--- config.mk ---
export PLATFORM = sky130hd
export DESIGN_NAME = tank_ai_ctrl_flat
export DESIGN_NICKNAME = d
export VERILOG_FILES = /design/src/rtl/tank_pkg.sv /design/src/rtl/tank_ai_ctrl_if.sv /design/src/rtl/lfsr16.sv /design/src/rtl/tank_ai_ctrl.sv /design/src/flat_wrapper.sv
export SDC_FILE = /design/constraint.sdc
export NUM_CORES = 1
export LEC_CHECK = 0
export BUFFER_PORTS_ARGS = -buffer_cell sky130_fd_sc_hd__clkbuf_2
export CAP_MARGIN = 20
export CORE_MARGIN = 2
export CORE_UTILIZATION = 40
export DETAILED_ROUTE_END_ITERATION = 7
export HOLD_SLACK_MARGIN = 0.02
export PLACE_DENSITY = 0.61
export SLEW_MARGIN = 40
export SYNTH_ARGS = -nofsm -noshare
export SYNTH_HDL_FRONTEND = slang
export SYNTH_SLANG_ARGS = --single-unit
--- constraint.sdc ---
create_clock -name clk_i -period 1.95 [get_ports clk_i]
set_input_delay 0.195 -clock clk_i [delete_from_list [all_inputs] [get_ports clk_i]]
set_output_delay 0.195 -clock clk_i [all_outputs]
set_load 0.01 [all_outputs]
--- src/rtl/tank_pkg.sv ---
// tank_pkg: shared heading encodings, AI state type and index-to-heading helper.
package tank_pkg;
    localparam logic [3:0] DIR_DOWN  = 4'b0001;
    localparam logic [3:0] DIR_UP    = 4'b0010;
    localparam logic [3:0] DIR_RIGHT = 4'b0100;
    localparam logic [3:0] DIR_LEFT  = 4'b1000;

    typedef enum logic [1:0] {IDLE = 2'd0, TURN = 2'd1, MOVE = 2'd2, PAUSE = 2'd3} ai_state_t;

    function automatic logic [3:0] dir_from_idx(input logic [1:0] idx);
        return 4'b0001 << idx;
    endfunction
endpackage

--- src/rtl/tank_ai_ctrl_if.sv ---
// tank_ai_ctrl_if: control/status bundle between an enemy-tank AI and its tank block.
interface tank_ai_ctrl_if;
    logic       frame_tick_i;
    logic       enable_i;
    logic       tank_die_i;
    logic       bullet_busy_i;
    logic       collide_top_i;
    logic       collide_bottom_i;
    logic       collide_left_i;
    logic       collide_right_i;
    logic [3:0] tank_move_o;
    logic       tank_shoot_o;
    logic [1:0] ai_state_o;

    modport master (
        input  frame_tick_i, enable_i, tank_die_i, bullet_busy_i,
               collide_top_i, collide_bottom_i, collide_left_i, collide_right_i,
        output tank_move_o, tank_shoot_o, ai_state_o
    );
    modport slave (
        output frame_tick_i, enable_i, tank_die_i, bullet_busy_i,
               collide_top_i, collide_bottom_i, collide_left_i, collide_right_i,
        input  tank_move_o, tank_shoot_o, ai_state_o
    );
endinterface

--- src/rtl/lfsr16.sv ---
// lfsr16: free-running 16-bit Galois LFSR, x^16+x^14+x^13+x^11; a zero seed becomes 1.
module lfsr16 #(
    parameter logic [15:0] SEED = 16'hACE1
) (
    input  logic        clk_i,
    input  logic        reset_i,
    output logic [15:0] lfsr
);
    localparam logic [15:0] INIT = (SEED == 16'h0000) ? 16'h0001 : SEED;

    always_ff @(posedge clk_i)
        if (reset_i) lfsr <= INIT;
        else lfsr <= (lfsr >> 1) ^ (lfsr[0] ? 16'hB400 : 16'h0000);
endmodule

--- src/rtl/tank_ai_ctrl.sv ---
// tank_ai_ctrl: random-walk/turn/pause FSM with periodic fire for one enemy tank.
// Define TANK_AI_AIM_EN to add position ports for target-biased turns and early fire.
module tank_ai_ctrl
    import tank_pkg::*;
#(
    parameter logic [15:0] LFSR_SEED    = 16'hACE1,
    parameter logic [3:0]  DIR_INIT     = 4'b0001,
    parameter logic [7:0]  MIN_RUN      = 8'd32,
    parameter logic [7:0]  RUN_MASK     = 8'h3F,
    parameter logic [7:0]  PAUSE_FRAMES = 8'd30,
    parameter logic [7:0]  SHOOT_PERIOD = 8'd90
) (
    input  logic          clk_i,
    input  logic          reset_i,
`ifdef TANK_AI_AIM_EN
    input  logic [9:0]    self_x_i,
    input  logic [9:0]    self_y_i,
    input  logic [9:0]    target_x_i,
    input  logic [9:0]    target_y_i,
`endif
    tank_ai_ctrl_if.master bus
);
    localparam logic [7:0] SHOOT_LAST = SHOOT_PERIOD - 8'd1;

    ai_state_t   state, state_n;
    logic [3:0]  dir, dir_n, move, move_n, blocked;
    logic [7:0]  run_cnt, run_n, pause_cnt, pause_n, shoot_cnt, shoot_cnt_n, run_val;
    logic        shoot, shoot_n, kill, tick, hit, found, fire, early;
    logic [1:0]  start, pick;
    logic [8:0]  run_sum;
    logic [15:0] lfsr;
    logic [5:0]  unused_lfsr;

    lfsr16 #(.SEED(LFSR_SEED)) u_lfsr (.clk_i(clk_i), .reset_i(reset_i), .lfsr(lfsr));

    assign unused_lfsr = lfsr[15:10];
    assign kill    = !bus.enable_i || bus.tank_die_i;
    assign tick    = bus.frame_tick_i;
    // Bit i of blocked lines up with bit i of the one-hot heading.
    assign blocked = {bus.collide_left_i, bus.collide_right_i, bus.collide_top_i, bus.collide_bottom_i};
    assign hit     = |(dir & blocked);
    assign run_sum = {1'b0, MIN_RUN} + {1'b0, lfsr[9:2] & RUN_MASK};
    assign run_val = run_sum[8] ? 8'hFF : run_sum[7:0];

`ifdef TANK_AI_AIM_EN
    logic [10:0] dx, dy, adx, ady;
    logic [1:0]  aim_idx;
    logic        near;
    assign dx      = {1'b0, target_x_i} - {1'b0, self_x_i};
    assign dy      = {1'b0, target_y_i} - {1'b0, self_y_i};
    assign adx     = dx[10] ? -dx : dx;
    assign ady     = dy[10] ? -dy : dy;
    assign aim_idx = (ady >= adx) ? ((!dy[10] && |dy) ? 2'd0 : 2'd1) : (dx[10] ? 2'd3 : 2'd2);
    assign near    = (dir[0] || dir[1]) ? (adx < 11'd8) : (ady < 11'd8);
    assign start   = lfsr[2] ? aim_idx : lfsr[1:0];
    assign early   = state == MOVE && near && shoot_cnt >= (SHOOT_PERIOD >> 1);
`else
    assign start = lfsr[1:0];
    assign early = 1'b0;
`endif

    assign fire = (state == MOVE || state == PAUSE) && tick && !bus.bullet_busy_i &&
                  (shoot_cnt == SHOOT_LAST || early);

    // Walk the four headings from start; the lowest rotation that is free wins.
    always_comb begin
        found = 1'b0;
        pick  = start;
        for (int k = 3; k >= 0; k--)
            if (!blocked[start + 2'(k)]) begin
                found = 1'b1;
                pick  = start + 2'(k);
            end
    end

    always_comb begin
        state_n     = state;
        dir_n       = dir;
        run_n       = run_cnt;
        pause_n     = pause_cnt;
        shoot_cnt_n = shoot_cnt;
        shoot_n     = tick ? 1'b0 : shoot;
        if (fire) begin
            shoot_n     = 1'b1;
            shoot_cnt_n = 8'd0;
        end else if ((state == MOVE || state == PAUSE) && tick && shoot_cnt != SHOOT_LAST)
            shoot_cnt_n = shoot_cnt + 8'd1;
        case (state)
            IDLE: begin
                shoot_cnt_n = 8'd0;
                shoot_n     = 1'b0;
                state_n     = TURN;
            end
            TURN: begin
                state_n = found ? MOVE : PAUSE;
                dir_n   = found ? dir_from_idx(pick) : dir;
                run_n   = found ? run_val : run_cnt;
                pause_n = found ? pause_cnt : PAUSE_FRAMES;
            end
            MOVE: begin
                run_n   = (!hit && tick) ? run_cnt - 8'd1 : run_cnt;
                state_n = (hit || (tick && run_cnt <= 8'd1)) ? TURN : MOVE;
            end
            PAUSE: begin
                pause_n = tick ? pause_cnt - 8'd1 : pause_cnt;
                state_n = (tick && pause_cnt <= 8'd1) ? TURN : PAUSE;
            end
            default: state_n = IDLE;
        endcase
        if (kill) begin
            state_n = IDLE;
            shoot_n = 1'b0;
        end
        move_n = (state_n == MOVE) ? dir_n : 4'b0000;
    end

    always_ff @(posedge clk_i)
        if (reset_i) begin
            state     <= IDLE;
            dir       <= DIR_INIT;
            move      <= 4'b0000;
            run_cnt   <= 8'd0;
            pause_cnt <= 8'd0;
            shoot_cnt <= 8'd0;
            shoot     <= 1'b0;
        end else begin
            state     <= state_n;
            dir       <= dir_n;
            move      <= move_n;
            run_cnt   <= run_n;
            pause_cnt <= pause_n;
            shoot_cnt <= shoot_cnt_n;
            shoot     <= shoot_n;
        end

    assign bus.tank_move_o  = move;
    assign bus.tank_shoot_o = shoot;
    assign bus.ai_state_o   = state;
endmodule

--- src/flat_wrapper.sv ---
// flat-port wrapper written by rule: the top's interface ports become plain ports
module tank_ai_ctrl_flat import tank_pkg::*;
#(
    parameter logic [15:0] LFSR_SEED    = 16'hACE1,
    parameter logic [3:0]  DIR_INIT     = 4'b0001,
    parameter logic [7:0]  MIN_RUN      = 8'd32,
    parameter logic [7:0]  RUN_MASK     = 8'h3F,
    parameter logic [7:0]  PAUSE_FRAMES = 8'd30,
    parameter logic [7:0]  SHOOT_PERIOD = 8'd90
)
  (clk_i, reset_i, bus_frame_tick_i, bus_enable_i, bus_tank_die_i, bus_bullet_busy_i, bus_collide_top_i, bus_collide_bottom_i, bus_collide_left_i, bus_collide_right_i, bus_tank_move_o, bus_tank_shoot_o, bus_ai_state_o);
  tank_ai_ctrl_if bus_i ();
  input  logic clk_i;
  input  logic reset_i;
  input wire logic [$bits(bus_i.frame_tick_i)-1:0] bus_frame_tick_i;
  input wire logic [$bits(bus_i.enable_i)-1:0] bus_enable_i;
  input wire logic [$bits(bus_i.tank_die_i)-1:0] bus_tank_die_i;
  input wire logic [$bits(bus_i.bullet_busy_i)-1:0] bus_bullet_busy_i;
  input wire logic [$bits(bus_i.collide_top_i)-1:0] bus_collide_top_i;
  input wire logic [$bits(bus_i.collide_bottom_i)-1:0] bus_collide_bottom_i;
  input wire logic [$bits(bus_i.collide_left_i)-1:0] bus_collide_left_i;
  input wire logic [$bits(bus_i.collide_right_i)-1:0] bus_collide_right_i;
  output wire logic [$bits(bus_i.tank_move_o)-1:0] bus_tank_move_o;
  output wire logic [$bits(bus_i.tank_shoot_o)-1:0] bus_tank_shoot_o;
  output wire logic [$bits(bus_i.ai_state_o)-1:0] bus_ai_state_o;
  assign bus_i.frame_tick_i = bus_frame_tick_i;
  assign bus_i.enable_i = bus_enable_i;
  assign bus_i.tank_die_i = bus_tank_die_i;
  assign bus_i.bullet_busy_i = bus_bullet_busy_i;
  assign bus_i.collide_top_i = bus_collide_top_i;
  assign bus_i.collide_bottom_i = bus_collide_bottom_i;
  assign bus_i.collide_left_i = bus_collide_left_i;
  assign bus_i.collide_right_i = bus_collide_right_i;
  assign bus_tank_move_o = bus_i.tank_move_o;
  assign bus_tank_shoot_o = bus_i.tank_shoot_o;
  assign bus_ai_state_o = bus_i.ai_state_o;
  tank_ai_ctrl #(.LFSR_SEED(LFSR_SEED), .DIR_INIT(DIR_INIT), .MIN_RUN(MIN_RUN), .RUN_MASK(RUN_MASK), .PAUSE_FRAMES(PAUSE_FRAMES), .SHOOT_PERIOD(SHOOT_PERIOD)) u_core (.clk_i(clk_i), .reset_i(reset_i), .bus(bus_i));
endmodule
==> results.cfg <==
[setup_path]
critical_path.max_stage_delay_ns = 0.65
crit_arrival_ns = 2.07
path_max_fanout = 6
r2r_start = u_core.run_cnt[0]
criticalPathCategory = flip-flop to flip-flop
crit_top_cell = or4_1
path_buf_inv = 0
crit_required_ns = 2.16
startpoint = u_core.run_cnt[0]
critical_path.top_delay_family = simple AND/OR/NAND/NOR gates
critPathLaunchType = flip-flop
crit_path_end_kind = flip-flop
crit_chain = or4_1 > or4_1 > a211oi_1
cpMaxStageDelayCell = or4_1

[placement]
dp_hpwl_um = 3137
gp_congestion = 0.7831
port_buffers = 16

[global_routing]
gr-usage-all-layers_pct = 15.54
overflow = 0
grt_pass1_wl_um = 7783
grt_max_degree = 26
grt_pass1_vias = 1645
antenna_found_initial = 0

[layout]
nets = 293
final_util_pct = 46.54
syn2layout_area_growth_pct = 12.07
drive_gt1_share_pct = 18.35
antennaDiodeCount = 0

[sta]
tightest_slew_ns = 0.5884
final-hold-violation-count = 0
post-route-period-util_pct = 95.50
skew_ns = 0.005032
fin_setup_tns_ns = 0
slew_violations = 0
max_slew_margin_pct = 60.78
fmax_ghz = 0.5370
setup_viol = 0
period_needed_ns = 1.862

[yosys]
avgSynthCellArea_sq_um = 8.884
synth-seq-cells = 51
syn_inst = 259
syn_area_sq_um = 2301
yosys_most_used_dff = dfxtp_1
ys_types = 50
synth_top_area_share_pct = 44.37
synth_common_cells = dfxtp_1 (51), nor2_1 (33), a21oi_1 (15)
synth_edf_count = 0
synth.most_common_cell = dfxtp_1
yosysTopAreaCell = dfxtp_1
ys_seq_area_share_pct = 44.37
synth_fp_nets = 275
yosysWarnings = 0
synth_area_leaders = dfxtp_1 (44%), nor2_1 (5.4%), xnor2_1 (4.2%)
synthArstFlopShare_pct = 0

[cts]
numClockSinks = 51
cts_tree = yes
root_buffer = clkbuf_8
htree_levels = 2
cts_inserted_buffers = 5
clock_latency_ns = 0.31
cts_max_path_buffers = 2
clkSlewWorstSetupHoldPaths_ns = 0.09
post-cts-setup-buffers = 0

[die]
die_h_um = 79.85
io-pin-count = 17
die_w_um = 79.85
rows = 27
core_sq_um = 5540
dieArea_sq_um = 6375
start_util_pct = 41.53

[routing]
wire_per_inst_um = 12.71
initialDrtViolationCount = 72
drcViolationCount = 0
vias = 1810
drt_pre_antenna_iters = 4
ant_nets = 0
viasPerCell = 5.171
routed_wl_um = 4448

[run_status]
status = completed

[pwr]
powerDensity_nw_per_um2 = 785.4
irDropWorstVdd_uv = 400.0
power.leakage_nw = 0.9755

[worst_hold_path]
hold_path.class = primary input to flip-flop
min_from = bus_enable_i

[job]
cap_violations = 0
-- cells in the final DEF, fill, tap and decap left out, types with 2 or more instances in the layout --
cell,n
nor4_1,3
nand2b_1,10
o211a_1,2
nand4_1,5
xor2_1,5
and3_1,2
buf_4,5
nand3_1,3
nor3_1,11
a211oi_1,4
nor2_1,33
or2_2,10
clkbuf_8,6
xnor2_1,11
a21oi_1,15
clkbuf_2,16
nand2_1,12
or4_1,5
nor2b_1,10
nor3_2,2
ha_1,6
or3_1,2
o211ai_1,2
nor2_2,2
inv_1,6
a22oi_1,4
o21a_1,4
dfxtp_1,50
o31a_1,2
o21ai_0,8
-- final cells by class --
type                            instances  area [sq um]
Tap cell                               72         90.09
Fill cell                             572          2962
Timing Repair Buffer                   21         117.6
Sequential cell                        51          1022
Clock inverter                          2         35.03
Clock buffer                            6         82.58
Inverter                                6         22.52
Multi-Input combinational cell        192          1209
-- final timing paths --
path,endpoint,slack [ns],cells after the start
min,u_core.bus.tank_shoot_o,0.13,3
min reg2reg,u_core.u_lfsr.lfsr[7],0.41,1
max reg2reg,u_core.run_cnt[7],0.09,3
max,u_core.run_cnt[7],0.09,3
-- power by group --
| group | internal [mW] | leakage [nW] | switching [mW] |
|---|---|---|---|
| sequential | 1.08 | 0.417 | 0.0233 |
| combinational | 0.0763 | 0.497 | 0.0868 |
| clock | 0.415 | 0.0612 | 0.348 |
-- metal layers --
metal  part of all wire [%]  track usage (%)  vias to the layer above  wire length (um)
met2                     43            22.94                       32              1910
met4                    1.8            6.780                        0                78
li1                       -                -                      943                 -
met5                      0                0                        -                 0
met1                     51            21.62                      828              2286
met3                    3.9            3.507                        7               173
-- through the flow --
stage / instances / setup WS, ns / power, mW / area [sq um] / hold slack (ns)
4_1_cts: 350 / 0.1210 / 2.048 / 2567 / 0.1285
3_5_place_dp: 342 / 0.1505 / 1.284 / 2450 / 0.3934
6_report: 350 / 0.08772 / 2.025 / 2579 / 0.1308
5_1_grt: 350 / -0.01105 / 2.118 / 2579 / 0.1388
3_3_place_gp: 342 / 0.1754 / 1.284 / 2450 / 0.3939
2_1_floorplan: 259 / 0.2958 / 1.238 / 2301 / 0.3508
-- state kept, by name (all words and copies together) (netlist names) --
name / flops
u_core.bus.ai_state_o: 2
u_core.dir: 4
u_core.pause_cnt: 8
u_core.shoot_cnt: 8
u_core.bus.tank_move_o: 4
u_core.run_cnt: 8
u_core.u_lfsr.lfsr: 16
u_core.bus.tank_shoot_o: 1
-- logic make-up after synthesis --
group                      synth area share, %
buffers and inverters                    3.534
DFF                                      44.37
AOI/OAI and AO/OA                        14.14
muxes                                   0.4350
and+or+nand+nor                          28.17
xor gates and xnor gates                 6.090
adders and majority gates                3.263
-- worst min-delay path: stages --
cell and delay, ns:
clkbuf_2 0.08, nand2b_1 0.07, nor4_1 0.05
-- what timing repair did --
item,in CTS,in global routing
setup endpoints to repair,0,10
resized for setup,0,3
hold buffers,0,0
Power figures use the tool's default switching activity.
